--- src/rtl/serial_addsub_if.sv ---
// Handshake and operand/result bundle for the bit-serial adder/subtractor.
// The master drives a request; the slave returns status and results.
interface serial_addsub_if #(
  parameter int WIDTH = 8
);
  logic             start;
  logic             mode;
  logic [WIDTH-1:0] a;
  logic [WIDTH-1:0] b;
  logic             cin;
  logic             busy;
  logic             done;
  logic [WIDTH-1:0] result;
  logic             cout;
  logic             overflow;

  modport master (
    output start, mode, a, b, cin,
    input  busy, done, result, cout, overflow
  );

  modport slave (
    input  start, mode, a, b, cin,
    output busy, done, result, cout, overflow
  );
endinterface

--- src/rtl/serial_addsub.sv ---
// Bit-serial WIDTH-bit adder/subtractor: one full-add/full-subtract slice per clock,
// LSB first, with the carry/borrow kept in a single flop between steps.
module serial_addsub #(
  parameter int WIDTH = 8
) (
  input  logic           clk,
  input  logic           rst_n,
  serial_addsub_if.slave bus
);

  localparam int CW = $clog2(WIDTH + 1);

  typedef enum logic [1:0] {IDLE, RUN, DONE} state_t;

  state_t           state_q;
  logic [WIDTH-1:0] a_q, b_q, sum_q, result_q;
  logic [CW-1:0]    cnt_q;
  logic             mode_q, carry_q, cout_q, ovf_q, busy_q, done_q;

  logic             x, y, r, carry_d, ovf_d, last_bit;
  logic [WIDTH-1:0] sum_d;

  // Operands shift right each step, so bit 0 always holds the current slice;
  // on the final step it is the MSB, which is what the overflow rule needs.
  always_comb begin
    x        = a_q[0];
    y        = b_q[0];
    r        = x ^ y ^ carry_q;
    carry_d  = mode_q ? ((~x & y) | (~x & carry_q) | (y & carry_q))
                      : ((x & y) | (y & carry_q) | (x & carry_q));
    ovf_d    = mode_q ? ((x != y) && (r != x)) : ((x == y) && (r != x));
    // NOTE: every combinational output gets a value on every path, so no latch is inferred.
    sum_d            = sum_q >> 1;
    sum_d[WIDTH-1]   = r;
    last_bit         = (cnt_q == CW'(WIDTH - 1));
  end

  // NOTE: all state is updated with non-blocking assignments so every flop samples pre-edge values.
  always_ff @(posedge clk or negedge rst_n) begin
    if (!rst_n) begin
      state_q  <= IDLE;
      a_q      <= '0;
      b_q      <= '0;
      sum_q    <= '0;
      result_q <= '0;
      cnt_q    <= '0;
      mode_q   <= 1'b0;
      carry_q  <= 1'b0;
      cout_q   <= 1'b0;
      ovf_q    <= 1'b0;
      busy_q   <= 1'b0;
      done_q   <= 1'b0;
    end else begin
      case (state_q)
        IDLE, DONE: begin
          done_q <= 1'b0;
          if (bus.start) begin
            a_q     <= bus.a;
            b_q     <= bus.b;
            mode_q  <= bus.mode;
            carry_q <= bus.cin;
            cnt_q   <= '0;
            busy_q  <= 1'b1;
            state_q <= RUN;
          end else begin
            state_q <= IDLE;
          end
        end
        RUN: begin
          a_q     <= a_q >> 1;
          b_q     <= b_q >> 1;
          sum_q   <= sum_d;
          carry_q <= carry_d;
          cnt_q   <= cnt_q + CW'(1);
          // Results are published only on the last slice so they stay stable while busy.
          if (last_bit) begin
            result_q <= sum_d;
            cout_q   <= carry_d;
            ovf_q    <= ovf_d;
            busy_q   <= 1'b0;
            done_q   <= 1'b1;
            state_q  <= DONE;
          end
        end
        default: state_q <= IDLE;
      endcase
    end
  end

  assign bus.busy     = busy_q;
  assign bus.done     = done_q;
  assign bus.result   = result_q;
  assign bus.cout     = cout_q;
  assign bus.overflow = ovf_q;

endmodule

--- src/flat_wrapper.sv ---
// flat-port wrapper written by rule: the top's interface ports become plain ports
module serial_addsub_flat 
#(
  parameter int WIDTH = 8
)
  (clk, rst_n, bus_start, bus_mode, bus_a, bus_b, bus_cin, bus_busy, bus_done, bus_result, bus_cout, bus_overflow);
  serial_addsub_if #(.WIDTH(WIDTH)) bus_i ();
  input  logic clk;
  input  logic rst_n;
  input wire logic [$bits(bus_i.start)-1:0] bus_start;
  input wire logic [$bits(bus_i.mode)-1:0] bus_mode;
  input wire logic [$bits(bus_i.a)-1:0] bus_a;
  input wire logic [$bits(bus_i.b)-1:0] bus_b;
  input wire logic [$bits(bus_i.cin)-1:0] bus_cin;
  output wire logic [$bits(bus_i.busy)-1:0] bus_busy;
  output wire logic [$bits(bus_i.done)-1:0] bus_done;
  output wire logic [$bits(bus_i.result)-1:0] bus_result;
  output wire logic [$bits(bus_i.cout)-1:0] bus_cout;
  output wire logic [$bits(bus_i.overflow)-1:0] bus_overflow;
  assign bus_i.start = bus_start;
  assign bus_i.mode = bus_mode;
  assign bus_i.a = bus_a;
  assign bus_i.b = bus_b;
  assign bus_i.cin = bus_cin;
  assign bus_busy = bus_i.busy;
  assign bus_done = bus_i.done;
  assign bus_result = bus_i.result;
  assign bus_cout = bus_i.cout;
  assign bus_overflow = bus_i.overflow;
  serial_addsub #(.WIDTH(WIDTH)) u_core (.clk(clk), .rst_n(rst_n), .bus(bus_i));
endmodule
--- config.mk ---
export PLATFORM = sky130hd
export DESIGN_NAME = serial_addsub_flat
export DESIGN_NICKNAME = d
export VERILOG_FILES = /design/src/rtl/serial_addsub_if.sv /design/src/rtl/serial_addsub.sv /design/src/flat_wrapper.sv
export SDC_FILE = /design/constraint.sdc
export NUM_CORES = 1
export LEC_CHECK = 0
export ABC_AREA = 1
export ABC_CLOCK_PERIOD_IN_PS = 2000
export BUFFER_PORTS_ARGS = -buffer_cell sky130_fd_sc_hd__buf_2
export CAP_MARGIN = 25
export CORE_ASPECT_RATIO = 2
export CORE_MARGIN = 2
export CORE_UTILIZATION = 35
export DETAILED_ROUTE_END_ITERATION = 8
export GPL_TIMING_DRIVEN = 1
export MAX_ROUTING_LAYER = met4
export SLEW_MARGIN = 20
export SYNTH_ARGS = -nofsm -noshare
export SYNTH_HDL_FRONTEND = slang
export SYNTH_SLANG_ARGS = --single-unit
--- constraint.sdc ---
create_clock -name clk -period 2 [get_ports clk]
set_clock_uncertainty 0.2 [all_clocks]
set_input_delay 0 -clock clk [delete_from_list [all_inputs] [get_ports clk]]
set_output_delay 0 -clock clk [all_outputs]
set_load 0.1 [all_outputs]
-- Word level (Yosys, flattened, before mapping)
Cells that the tools add are included.
- flip-flop bits (word level): 44
- input port bits: 21
- output and inout bits: 12
- logic and storage cells: 61
- $add $sub $neg: 1
- eq/ne operators: 8
- mux-type cells: 18
- bitwise logic cells: 12
- reduce and logical (&&, ||, !) cells: 10
- operator list (operator ; count):
    8-bit one-hot mux with 2 select lines ; 2
    8-bit two-way mux ; 2
    4-bit one-hot mux with 2 select lines ; 1
    2-bit AND reduction ; 4
    1-bit two-way mux ; 7
    1-bit one-hot mux with 2 select lines ; 3
    1-bit AND ; 5
    4-bit by 1-bit adder with 4-bit output, second input constant ; 1
    4-bit by 3-bit equality test with 1-bit output, second input constant ; 1
    4-bit two-way mux ; 1
    1-bit bitwise OR ; 4
    2-bit one-hot mux with 2 select lines ; 1
    3-bit AND reduction ; 1
    2-bit by 1-bit equality test with 1-bit output, second input constant ; 1
    2-bit equality test, second input constant ; 1
    1-bit logical AND ; 2
    2-bit logical NOT ; 1
    2-bit two-way mux ; 1
    1-bit != test ; 2
    2-bit by 1-bit != test with 1-bit output, second input constant ; 1
    2-bit != test, second input constant ; 1
    2-bit nonzero test ; 1
    2-bit OR reduction ; 1
    1-bit XOR ; 2
    other kinds (2) ; 2

-- Logic depth before layout (Yosys ltp)
Gate-level depths: netlist of run 1.
- depth after elaboration: 6
- gate-level depth with buffers: 8
- gate-level depth less buffers: 8

-- Worst setup path before layout of run 1
No wires, ideal clock.
- kind: reg-to-reg
- start: register u_core.carry_q
- end: register u_core.ovf_q, in the netlist u_core.bus.overflow
- setup time: 0.068 ns
- arrival: 1.310 ns
- required time: 1.732 ns
- setup slack: 0.422 ns
- stages on the path, launching flop included: 8
- buffers on the path: 0
- period minus slack after synthesis: 1.578 ns
- path through: dfrtp_1 > fa_1 > inv_1 > nand2_1 > nand2_1 > nor2_1 > nand2_1 > nand2_1
- cells in the longest elaborated chain, start to end: 4
- elaborated cells on any way between the ends: 5
- classes of those cells: eq/ne (1); mux (1); bitwise (1); reduce/logical (2)
- RTL lines (element ; RTL line ; text):
    start, declared ; serial_addsub.sv:18 ; logic mode_q, carry_q, cout_q, ovf_q, busy_q, done_q;
    start signal, assigned ; serial_addsub.sv:61 ; carry_q <= bus.cin;
    start signal, assigned ; serial_addsub.sv:73 ; carry_q <= carry_d;
    1-bit XOR (*) ; serial_addsub.sv:28 ; r = x ^ y ^ carry_q;
    1-bit != test (*) ; serial_addsub.sv:31 ; ovf_d = mode_q ? ((x != y) && (r != x)) : ((x == y) && (r != x));
    1-bit logical AND ; serial_addsub.sv:31 ;
    1-bit two-way mux (*) ; serial_addsub.sv:31 ;
    end signal, assigned ; serial_addsub.sv:79 ; ovf_q <= ovf_d;
    end, declared ; serial_addsub.sv:18 ;
Mark *: on every way between the ends. The rest lies on a longest branch, timed or not.
A chain may end at the register's enable or synchronous reset.

-- Worst setup path after layout of run 1
- start: register u_core.a_q[0]
- end: register u_core.ovf_q, in the netlist u_core.bus.overflow
- cells in the longest elaborated chain, start to end: 5
- elaborated cells on any way between the ends: 8
- classes of those cells: eq/ne (3); mux (1); bitwise (2); reduce/logical (2)
- RTL lines (element ; RTL line ; text):
    start, declared ; serial_addsub.sv:16 ; logic [WIDTH-1:0] a_q, b_q, sum_q, result_q;
    start signal, assigned ; serial_addsub.sv:58 ; a_q <= bus.a;
    start signal, assigned ; serial_addsub.sv:70 ; a_q <= a_q >> 1;
    1-bit XOR (2 in series) ; serial_addsub.sv:28 ;
    1-bit != test ; serial_addsub.sv:31 ;
    1-bit logical AND ; serial_addsub.sv:31 ;
    1-bit two-way mux (*) ; serial_addsub.sv:31 ;
Marks and branches as above.

==> results_dict.tcl, run 1 <==
set metrics [dict create \
    outcome "finished, final reports clean" \
    core_area_um2 5180 \
    drc 0 \
    yosysSeqAreaShare_pct 57.0 \
    track_usage_pct 15.1 \
    drt_iter0_markers 22 \
    ys_warn_count 0 \
    required_ns 2.04 \
    synth_area_per_cell_um2 8.95 \
    tightest_slew_ns 0.548 \
    synth_top_family_by_area "simple AND/OR/NAND/NOR gates" \
    finalCritPeriodShare_pct 83.9 \
    hold_path.class "input pin to async pin" \
    grt_max_degree 25 \
    synth_area_leaders "dfrtp_1 57%, nand2_1 19%, nand3_1 4.8%, buf_6 3.0%, o21ai_0 2.9%" \
    initial_core_util_pct 36.4 \
    crit_arrival_ns 1.72 \
    ios 33 \
    seqCellArea_um2 1080 \
    rsz0062_at_grt "no" \
    syn_nets 236 \
    drt_wl_total_um 3810 \
    clockBufferDepth 2 \
    reg2reg_to "u_core.bus.overflow" \
    die_w_um 56.0 \
    synth_common_cells "98 x nand2_1, 43 x dfrtp_1, 18 x nand3_1" \
    drv_cap 0 \
    multi_input_area_um2 689 \
    io_buffer_count 32 \
    final_util_pct 47.2 \
    area_growth_pct 29.4 \
    die_h_um 108 \
    drive_gt1_share_pct 21.7 \
    synth_top_cell_by_area "dfrtp_1" \
    fin_crit_ns 1.68 \
    synth_edf_count 0 \
    die-area_um2 6040 \
    async_flop_share_pct 100 \
    path_class "register to register" \
    critPathCaptureType "register" \
    rows 37 \
    ff2ff_path_depth 8 \
    path_max_fanout 4 \
    critPathLaunchType "register" \
    yosysMostFrequentCell "nand2_1" \
    rr_startpoint "u_core.a_q[0]" \
    yosys.area_share.adder_pct 3.44 \
    htree_levels 2 \
    timing.fmax_ghz 0.596 \
    powerDensity_nw_per_um2 1750 \
    syn_inst 211 \
    clockRootBuffer "clkbuf_8" \
    ys_seq_elements 43 \
    vias_per_cell 4.53 \
    cts.sinks 43 \
    detail-route-antenna-nets 0 \
    grt_pass1_vias 1548 \
    tritoncts "yes" \
    dr_total_vias 1494 \
    synthXorXnorAreaFrac_pct 0 \
    gp_congestion 0.796 \
    fillers 565 \
    finalSetupViolCount 0 \
    num-nets-final 296 \
    grt_remaining_overflow 0 \
    clk_latency_ns 0.30 \
    reg2reg_slack_ns 0.32 \
    power.leakage_nw 1.26 \
    synth_top_flop_cell "dfrtp_1" \
    diodes 0 \
    grt_pass1_wl_um 6760 \
    dp_hpwl_um 2700 \
    clk_pin_slew_ns 0.08 \
    netlist_area_um2 1890 \
    hold_viol 0 \
    drtPass1Iterations 4 \
    slew_headroom_pct 63.5 \
    synth-simple-area-share_pct 27.7 \
    grt_antenna_before_repair 0 \
    finalPower_w 0.00428 \
    synth_cell_types 18 \
    ir_worst_vdd_mv 1.03 \
    routedWlPerCell_um 11.5 \
    synth-compound-area-share_pct 5.30 \
    slew_viol_final 0 \
    numCtsBuffers 5 \
    synth.top_cell.area_share_pct 57.0 \
    synthMuxAreaShare_pct 0 \
    finalSetupTns_ns 0 \
]
-- cell type report --
type	count	area share [%]
Timing Repair Buffer	61	18.4
Clock inverter	1	0.307
Inverter	14	2.15
Multi-Input combinational cell	146	28.2
Sequential cell	43	44.0
Clock buffer	7	3.94
Tap cell	58	2.97
-- logic make-up after synthesis --
logic type                 Yosys count
and+or+nand+nor                    125
DFF                                 43
buffers and inverters               22
AOI/OAI and AO/OA                   17
adders and majority gates            4
-- report_power, final --
group	switching (W)	internal, W	leakage (nW)
sequential	0.000248	0.00126	0.536
combinational	0.00158	0.000575	0.678
clock	0.000301	0.000314	0.0505
total	0.00213	0.00215	1.26
-- cell usage in the layout (no fill, tap or decap), drive strengths merged --
master,instances
fa,2
inv,14
buf,37
nor2,5
clkinvlp,1
nand3,18
nand4,1
clkbuf,7
o21ai,17
nand2,101
dfrtp,43
ha,2
dlygate4sd3,24
-- per-stage QoR --
stage	setup slack [ns]	hold slack, ns	cell area [um^2]	std cells
4_1_cts	0.308	0.0314	2440	330
3_3_place_gp	0.381	-0.181	2100	298
5_1_grt	0.164	0.0781	2440	330
3_5_place_dp	0.337	-0.170	2100	298
6_report	0.323	0.0284	2440	330
2_1_floorplan	0.422	-0.496	1890	211
-- worst max path at each step --
| stage | start | endpoint | cells after the start | slack [ns] |
|---|---|---|---|---|
| after floorplan | u_core.carry_q | u_core.bus.overflow | 7 | 0.42 |
| after global placement | u_core.carry_q | u_core.bus.overflow | 7 | 0.38 |
| after detailed placement | u_core.a_q[0] | u_core.bus.overflow | 8 | 0.34 |
| after CTS | u_core.a_q[0] | u_core.bus.overflow | 8 | 0.31 |
| after global routing | u_core.a_q[0] | u_core.bus.overflow | 8 | 0.16 |
| final | u_core.a_q[0] | u_core.bus.overflow | 8 | 0.32 |
-- timing repair --
item | 4_1_cts | 5_1_grt
gates resized for setup | 0 | 0
hold buffers | 24 | 0
setup buffers | 0 | 0
hold endpoints to repair | 63 | 0
-- metal layers --
layer  part of all wire [%]  global-route usage, %  routed length [um]
met4                    2.6                   8.16                 100
met2                     55                   26.5                2100
met1                     39                   15.3                1470
met3                    3.7                   3.49                 139
met5                      0                      -                   0
-- state kept, by name, indices dropped and copies added (netlist names) --
register,cells
u_core.cnt_q,4
u_core.bus.result,8
u_core.state_q,2
u_core.sum_q,7
u_core.a_q,8
u_core.bus.busy,1
u_core.mode_q,1
u_core.bus.overflow,1
u_core.b_q,8
u_core.carry_q,1
u_core.bus.cout,1
u_core.bus.done,1
-- worst max-delay path, cell delays in order, from the launching register on --
cell	delay, ns
dfrtp_1	0.41
inv_1	0.10
fa_1	0.56
inv_1	0.07
nand2_1	0.05
nand2_1	0.05
nor2_1	0.08
nand2_1	0.05
nand2_1	0.05
Note: power is estimated with default switching activity, not from simulation.
==> run 2, diff against run 1 <==
- ABC_CLOCK_PERIOD_IN_PS: 2000 -> 1500
- clock period: 2 -> 1.5 ns (I/O delays scaled with it)
==> results_dict.tcl, run 2 (synthesis gave the netlist of run 1 again) <==
set metrics [dict create \
    outcome "finished with violations" \
    violations "setup timing" \
    required_ns 1.54 \
    clk_latency_ns 0.29 \
    layout_common_cells "94 x nand2_1, 43 x dfrtp_1, 32 x buf_2" \
    cts.sinks 43 \
    clockRootBuffer "clkbuf_8" \
    die_w_um 56.0 \
    ios 33 \
    grt_antenna_before_repair 0 \
    grt_pass1_vias 1605 \
    fin_crit_ns 1.62 \
    die-area_um2 6040 \
    hold_viol 0 \
    path_max_fanout 3 \
    htree_levels 2 \
    track_usage_pct 14.8 \
    dp_hpwl_um 2650 \
    diodes 0 \
    area_growth_pct 38.6 \
    powerDensity_nw_per_um2 2370 \
    core_area_um2 5180 \
    power.leakage_nw 1.34 \
    vias_per_cell 4.65 \
    gp_congestion 0.775 \
    ir_worst_vdd_mv 1.23 \
    drt_iter0_markers 37 \
    drtPass1Iterations 4 \
    io_buffer_count 32 \
    drv_cap 0 \
    initial_core_util_pct 36.4 \
    grt_pass1_wl_um 6830 \
    slew_headroom_pct 67.7 \
    grt_max_degree 44 \
    clockBufferDepth 2 \
    num-nets-final 307 \
    post-place-cells 306 \
    finalPower_w 0.00619 \
    die_h_um 108 \
    crit_arrival_ns 1.66 \
    finalSetupViolCount 2 \
    hold_path.class "input pin to async pin" \
    dr_total_vias 1587 \
    finalCritPeriodShare_pct 108 \
    grt_remaining_overflow 0 \
    drive_gt1_share_pct 29.0 \
    detail-route-antenna-nets 0 \
    reg2reg_slack_ns -0.12 \
    critPathLaunchType "register" \
    setup_ws_ns -0.123 \
    tightest_slew_ns 0.487 \
    clk_pin_slew_ns 0.08 \
    critPathCaptureType "register" \
    final_common_cell "nand2_1" \
    path_class "register to register" \
    rsz0062_at_grt "yes" \
    drt_wl_total_um 4050 \
    timing.fmax_ghz 0.616 \
    tritoncts "yes" \
    routedWlPerCell_um 11.9 \
    rows 37 \
    drc 0 \
    numCtsBuffers 5 \
    finalNonFillerCells 341 \
    slew_viol_final 0 \
]
==> run 2: layer usage <==
metal | share of wire, % | vias up | track usage (%)
met2 | 56 | 28 | 27.4
met4 | 1.9 | 0 | 6.63
li1 | - | 800 | -
met5 | 0 | - | -
met1 | 38 | 751 | 14.6
met3 | 3.7 | 8 | 3.25
==> run 2: per-stage QoR <==
step                      area [um^2]  TNS (ns)  hold slack (ns)  setup slack (ns)  util, %
final                            2620    -0.128          0.00647            -0.123     50.5
after global routing             2620    -0.417           0.0406            -0.195     50.5
after CTS                        2470    -0.164           0.0145            -0.128     47.6
after detailed placement         2160     -1.36           -0.201            -0.107     41.7
after global placement           2160    -0.994           -0.206           -0.0701     41.7
after floorplan                  1890   -0.0778           -0.496           -0.0778        -
==> run 2: worst max-delay path: stages (launching register included) <==
cell	delay (ns)
dfrtp_1	0.41
fa_1	0.61
inv_1	0.07
nand2_1	0.06
nand2_1	0.05
nor2_1	0.08
nand2_1	0.05
nand2_1	0.05
==> run 2: power by group <==
group | internal [W] | leakage, nW | total, W | switching (W)
Clock | 0.000420 | 0.0515 | 0.000803 | 0.000382
Sequential | 0.00168 | 0.536 | 0.00198 | 0.000301
Combinational | 0.00108 | 0.754 | 0.00341 | 0.00233
==> run 2: layout make-up <==
class | count | area (um^2)
clock buffer | 8 | 100
fill | 522 | 2570
inverter | 14 | 60.1
multi-input combinational | 148 | 762
sequential | 43 | 1080
tap | 58 | 72.6
timing repair buffer | 70 | 548
==> run 2: path summary, 6_finish.rpt <==
check	from	endpoint	depth (start not counted)
worst min-delay path	rst_n	u_core.bus.result[2]	3
min in group clk	bus_a[7]	u_core.a_q[7]	4
worst max register to register	u_core.carry_q	u_core.bus.overflow	7
worst min register to register	u_core.bus.result[0]	u_core.bus.result[0]	2
max in group asynchronous	rst_n	u_core.bus.result[0]	3
worst max-delay path	u_core.carry_q	u_core.bus.overflow	7
==> run 2: what timing repair did <==
item                                    in CTS  in global routing
gates cloned                                 0                  2
hold endpoints to repair                    66                  0
gates resized for setup                      3                 24
endpoints found under the setup margin      24                 17
pin swaps                                    0                  9
hold buffers                                20                  0
buffers inserted                             0                  5
